## src/rtl/ex_operand_stage.sv

```systemverilog
// ID/EX stage register and ALU operand select with load-use / RAW stall control.
// Build option: define EX_FORWARD_EN to enable EX/MEM and MEM/WB operand forwarding.
module ex_operand_stage #(
  parameter int WIDTH  = 32,
  parameter int REG_AW = 5
) (
  input  logic              i_clk,
  input  logic              i_rst,
  input  logic              i_id_valid,
  input  logic [REG_AW-1:0] i_id_rs,
  input  logic [REG_AW-1:0] i_id_rt,
  input  logic [REG_AW-1:0] i_id_rd,
  input  logic              i_id_use_rs,
  input  logic              i_id_use_rt,
  input  logic [WIDTH-1:0]  i_id_rs_data,
  input  logic [WIDTH-1:0]  i_id_rt_data,
  input  logic [WIDTH-1:0]  i_id_imm,
  input  logic              i_id_alu_src,
  input  logic [3:0]        i_id_alu_ctrl,
  input  logic              i_id_reg_write,
  input  logic              i_id_mem_read,
  input  logic              i_id_mem_write,
  input  logic              i_id_mem_to_reg,
  input  logic              i_flush,
  input  logic              i_exmem_reg_write,
  input  logic [REG_AW-1:0] i_exmem_rd,
  input  logic [WIDTH-1:0]  i_exmem_data,
  input  logic              i_memwb_reg_write,
  input  logic [REG_AW-1:0] i_memwb_rd,
  input  logic [WIDTH-1:0]  i_memwb_data,
  output logic              o_stall,
  output logic [WIDTH-1:0]  o_src1,
  output logic [WIDTH-1:0]  o_src2,
  output logic [3:0]        o_alu_ctrl,
  output logic [WIDTH-1:0]  o_store_data,
  output logic [REG_AW-1:0] o_rd,
  output logic              o_valid,
  output logic              o_reg_write,
  output logic              o_mem_read,
  output logic              o_mem_write,
  output logic              o_mem_to_reg
);

  logic              ex_valid;
  logic [REG_AW-1:0] ex_rs;
  logic [REG_AW-1:0] ex_rt;
  logic [REG_AW-1:0] ex_rd;
  logic [WIDTH-1:0]  ex_rs_data;
  logic [WIDTH-1:0]  ex_rt_data;
  logic [WIDTH-1:0]  ex_imm;
  logic              ex_alu_src;
  logic [3:0]        ex_alu_ctrl;
  logic              ex_reg_write;
  logic              ex_mem_read;
  logic              ex_mem_write;
  logic              ex_mem_to_reg;

  logic              load_bubble;
  logic              hz_rs;
  logic              hz_rt;
  logic [WIDTH-1:0]  fwd_rs;
  logic [WIDTH-1:0]  fwd_rt;

  // Hazard detection against the instruction currently in EX (and EX/MEM when not forwarding)
  always_comb begin
    hz_rs = 1'b0;
    hz_rt = 1'b0;
`ifdef EX_FORWARD_EN
    if (ex_valid && ex_mem_read && (ex_rd != '0)) begin
      hz_rs = i_id_use_rs && (ex_rd == i_id_rs);
      hz_rt = i_id_use_rt && (ex_rd == i_id_rt);
    end
`else
    if (i_id_use_rs && (i_id_rs != '0)) begin
      hz_rs = (ex_valid && ex_reg_write && (ex_rd == i_id_rs)) ||
              (i_exmem_reg_write && (i_exmem_rd == i_id_rs));
    end
    if (i_id_use_rt && (i_id_rt != '0)) begin
      hz_rt = (ex_valid && ex_reg_write && (ex_rd == i_id_rt)) ||
              (i_exmem_reg_write && (i_exmem_rd == i_id_rt));
    end
`endif
    o_stall = i_id_valid && (hz_rs || hz_rt);
  end

  assign load_bubble = i_flush || o_stall;

  always_ff @(posedge i_clk or posedge i_rst) begin
    if (i_rst) begin
      ex_valid      <= 1'b0;
      ex_rs         <= '0;
      ex_rt         <= '0;
      ex_rd         <= '0;
      ex_rs_data    <= '0;
      ex_rt_data    <= '0;
      ex_imm        <= '0;
      ex_alu_src    <= 1'b0;
      ex_alu_ctrl   <= 4'b0000;
      ex_reg_write  <= 1'b0;
      ex_mem_read   <= 1'b0;
      ex_mem_write  <= 1'b0;
      ex_mem_to_reg <= 1'b0;
    end else if (load_bubble) begin
      ex_valid      <= 1'b0;
      ex_rs         <= '0;
      ex_rt         <= '0;
      ex_rd         <= '0;
      ex_rs_data    <= '0;
      ex_rt_data    <= '0;
      ex_imm        <= '0;
      ex_alu_src    <= 1'b0;
      ex_alu_ctrl   <= 4'b0000;
      ex_reg_write  <= 1'b0;
      ex_mem_read   <= 1'b0;
      ex_mem_write  <= 1'b0;
      ex_mem_to_reg <= 1'b0;
    end else begin
      // Data is captured even for an empty slot; control is gated by i_id_valid
      ex_valid      <= i_id_valid;
      ex_rs         <= i_id_rs;
      ex_rt         <= i_id_rt;
      ex_rd         <= i_id_valid ? i_id_rd : '0;
      ex_rs_data    <= i_id_rs_data;
      ex_rt_data    <= i_id_rt_data;
      ex_imm        <= i_id_imm;
      ex_alu_src    <= i_id_valid && i_id_alu_src;
      ex_alu_ctrl   <= i_id_valid ? i_id_alu_ctrl : 4'b0000;
      ex_reg_write  <= i_id_valid && i_id_reg_write;
      ex_mem_read   <= i_id_valid && i_id_mem_read;
      ex_mem_write  <= i_id_valid && i_id_mem_write;
      ex_mem_to_reg <= i_id_valid && i_id_mem_to_reg;
    end
  end

`ifdef EX_FORWARD_EN
  // Youngest producer wins: EX/MEM before MEM/WB; $0 is never forwarded
  always_comb begin
    fwd_rs = ex_rs_data;
    if (i_exmem_reg_write && (i_exmem_rd != '0) && (i_exmem_rd == ex_rs)) begin
      fwd_rs = i_exmem_data;
    end else if (i_memwb_reg_write && (i_memwb_rd != '0) && (i_memwb_rd == ex_rs)) begin
      fwd_rs = i_memwb_data;
    end
  end

  always_comb begin
    fwd_rt = ex_rt_data;
    if (i_exmem_reg_write && (i_exmem_rd != '0) && (i_exmem_rd == ex_rt)) begin
      fwd_rt = i_exmem_data;
    end else if (i_memwb_reg_write && (i_memwb_rd != '0) && (i_memwb_rd == ex_rt)) begin
      fwd_rt = i_memwb_data;
    end
  end
`else
  assign fwd_rs = ex_rs_data;
  assign fwd_rt = ex_rt_data;
`endif

  assign o_src1       = fwd_rs;
  assign o_src2       = ex_alu_src ? ex_imm : fwd_rt;
  assign o_store_data = fwd_rt;
  assign o_alu_ctrl   = ex_alu_ctrl;
  assign o_rd         = ex_rd;
  assign o_valid      = ex_valid;
  assign o_reg_write  = ex_reg_write;
  assign o_mem_read   = ex_mem_read;
  assign o_mem_write  = ex_mem_write;
  assign o_mem_to_reg = ex_mem_to_reg;

endmodule

```

## config.mk

```make
export PLATFORM = sky130hd
export DESIGN_NAME = ex_operand_stage
export DESIGN_NICKNAME = d
export VERILOG_FILES = /design/src/rtl/ex_operand_stage.sv
export SDC_FILE = /design/constraint.sdc
export NUM_CORES = 1
export LEC_CHECK = 0
export ABC_AREA = 1
export CORE_AREA = 3 3 121 123
export CTS_CLUSTER_DIAMETER = 50
export DETAILED_ROUTE_END_ITERATION = 8
export DIE_AREA = 0 0 124 126
export PLACE_DENSITY = 0.76
export SYNTH_ARGS = -nofsm -noshare
export SYNTH_HDL_FRONTEND = slang
export SYNTH_SLANG_ARGS = --single-unit
export TNS_END_PERCENT = 1
```

## constraint.sdc

```tcl
create_clock -name i_clk -period 7 [get_ports i_clk]
set_clock_uncertainty 0.15 [all_clocks]
set_input_delay 0.7 -clock i_clk [delete_from_list [all_inputs] [get_ports i_clk]]
set_output_delay 0.7 -clock i_clk [all_outputs]
set_load 0.005 [all_outputs]
```

==> metrics.cfg <==
[synthesis]
synth-compound-area-share=0.002192
synthTopCellsByArea=dfrtp_1 (61%), nor2_1 (10%), inv_1 (9.3%), nand2_1 (6.4%), mux2_1 (5.9%)
synthesis.nets=698
synth_top_family_by_area=simple AND/OR/NAND/NOR gates
synth_commonest_cells=nor2_1 (126), inv_1 (113), dfrtp_1 (111), nand2_1 (78), mux2_1 (24)
yosys.cell_types.count=13
synth-edff-count=0
syn-cell-area_mm2=0.004566
ys_async_sr_fraction=1.000
yosysWarnings=0
yosysSeqAreaShare=0.6084
synthAdderAreaFrac=0
synth_seq_cells=111
avgSynthCellArea_um2=9.205
synth_cells=496
yosys.area.top_type=dfrtp_1
synthFlopType=dfrtp_1
synth_xor_area_frac=0
synth_mux_area_frac=0.07893
netlist.area_leader.share=0.6084
yosysMostFrequentCell=nor2_1
yosys.area_share.simple=0.1762

[hold_path]
hold_path.class=primary input to async pin

[power_and_ir_drop]
power_density_mw_per_mm2=196.9
irDropWorstVdd_mv=0.1404
p_leak_nw=3.789

[critical_path]
crit_arrival_ps=2490
slowest_stage=clkdlybuf4s50_1
path_class=primary input to output pin
crit_chain=clkdlybuf4s50_1 > inv_1 > nand2_1 > nand2_1 > nor2_1 > nand3_1 > nand2_1 > nand2_1 > nand2_1 > nand2_1 > inv_1 > clkdlybuf4s50_1
cp_num_buf_inv=4
crit_path_end_kind=output pin
crit_path_start_kind=primary input
required_ps=6150
crit_fanout=3
cpPeakStageDelay_ps=520
worst_path_dominant_cell_family=buffers and inverters
path_common_cell=nand2_1

[routing]
firstDrtPassIters=5
wl_per_cell_um=13.49
wirelength_um=12400
drtIter0Drc=162
drcViolationCount=0
vias_per_cell=4.070
vias=3740
antenna_left=0

[floorplanning]
core_region_area_mm2=0.01377
dieArea_mm2=0.01562
start_util=0.3315
die_h_um=126
rows=43
io-pin-count=313
die_w_um=124

[clocking]
ctsResizeCount=0
clk_pin_slew_worst_paths_ps=80
ctsHoldBuffers=0
post-cts-setup-buffers=0
numCtsBuffers=9
clkLatencyLatePin_ps=350
max-clock-path-buffers=2
h-tree-depth=3
cts_sinks=111
clockRootBuffer=clkbuf_16
cts_tree=built

[sta]
timing.fmax_mhz=299.4
setup_viol=0
finalSetupTns_ps=0
hold_violations=0
rsz0062_at_grt=no
worst_pin_slew_ps=893.7
drv_slew=0
post-route-period-util=0.4772
period_minus_slack_ps=3340
max-slew-margin-rel=0.4042

[placement]
post-dp-hpwl_um=9335
placedCellCount=903
io_buffers=242
globalplace.congestion=0.8484

[finish]
instances_no_fill=919
antennaDiodeCount=0
layout-drive-gt1-share=0.05142
fin_nets=936
area_delta_synth_final_pct=61.93

[job]
drv_cap=0

[grt]
overflow=0
grt_pass1_vias=3828
grt_max_degree=73
antenna_found_initial=0
track_usage=0.1623
grt_first_pass_wirelength_um=19550

[outcome]
status=finished clean

==> stage by stage <==
| stage | area (um2) | util | hold WS [ps] | total power [mW] | setup WS [ps] |
|---|---|---|---|---|---|
| floorplan | 4566 | - | 656.2 | 0.7808 | 3219 |
| global placement | 7091 | 0.5148 | 717.8 | 0.9403 | 3583 |
| detailed placement | 7091 | 0.5148 | 734.1 | 0.9456 | 3568 |
| CTS | 7393 | 0.5368 | 588.4 | 1.477 | 3665 |
| global route | 7393 | 0.5368 | 620.2 | 1.530 | 3508 |
| finish | 7393 | 0.5368 | 582.1 | 1.456 | 3660 |
==> placed cells by master (no fill, tap or decap) <==
cell	instances
inv_2	9
inv_8	1
inv_6	3
nor2_1	126
buf_4	3
clkinv_2	2
bufinv_16	1
inv_1	112
o21ai_0	2
clkdlybuf4s50_1	242
nand4_1	3
mux2_1	24
mux2_2	8
nand3_1	4
inv_4	1
clkbuf_16	9
nand2_4	1
nand2_1	77
dfrtp_1	111
==> power breakdown <==
part           total [mW]  leakage (nW)  internal (mW)  switching (mW)
sequential          0.686          1.44          0.673          0.0125
combinational       0.243          2.20          0.151          0.0923
clock               0.526         0.153          0.283           0.243
total                1.46          3.79           1.11           0.348
==> worst reg2reg max path, stage by stage (launching register included) <==
cell	delay (ps)
dfrtp_1	410
inv_1	70
nand2_1	60
nand2_1	50
nor2_1	100
nand3_1	80
nand2_1	60
nand2_1	60
nand2_1	60
nand2_1	90
nand2_4	430
buf_4	640
nor2_1	140
==> cells by family (layout without fill, tap and decap cells) <==
| family | count (synthesis) | count (layout) |
|---|---|---|
| AND/OR/NAND/NOR | 211 | 211 |
| flip-flops | 111 | 111 |
| AO/OA/AOI/OAI | 2 | 2 |
| multiplexers | 32 | 32 |
| buffers and inverters | 140 | 383 |
==> final timing paths <==
check	start	end	slack (ps)	cells after the start
max in group asynchronous	i_rst	ex_imm[6]	4830	3
min in group i_clk	i_id_imm[11]	ex_imm[11]	700	3
setup reg to reg	o_rd[3]	ex_imm[0]	4450	12
setup / recovery	i_exmem_rd[1]	o_stall	3660	12
hold reg to reg	o_rd[0]	o_valid	750	7
hold / removal	i_rst	ex_imm[26]	580	2
==> metal layers <==
layer | share of wire | track usage | vias up | wire (um)
met4 | 0.015 | 0.04961 | 0 | 182
met5 | 0 | 0 | - | 0
li1 | - | - | 1878 | -
met3 | 0.070 | 0.05478 | 12 | 871
met1 | 0.37 | 0.1785 | 1734 | 4642
met2 | 0.54 | 0.2921 | 116 | 6700
==> final cells by class <==
class	instances	area, um2
clock buffer	9	225.2
clock inverter	7	77.57
fill	1289	6380
inverter	122	460.4
multi-input combinational	245	1182
sequential	111	2778
tap	180	225.2
timing repair buffer	245	2445
Power figures use the tool's default switching activity.
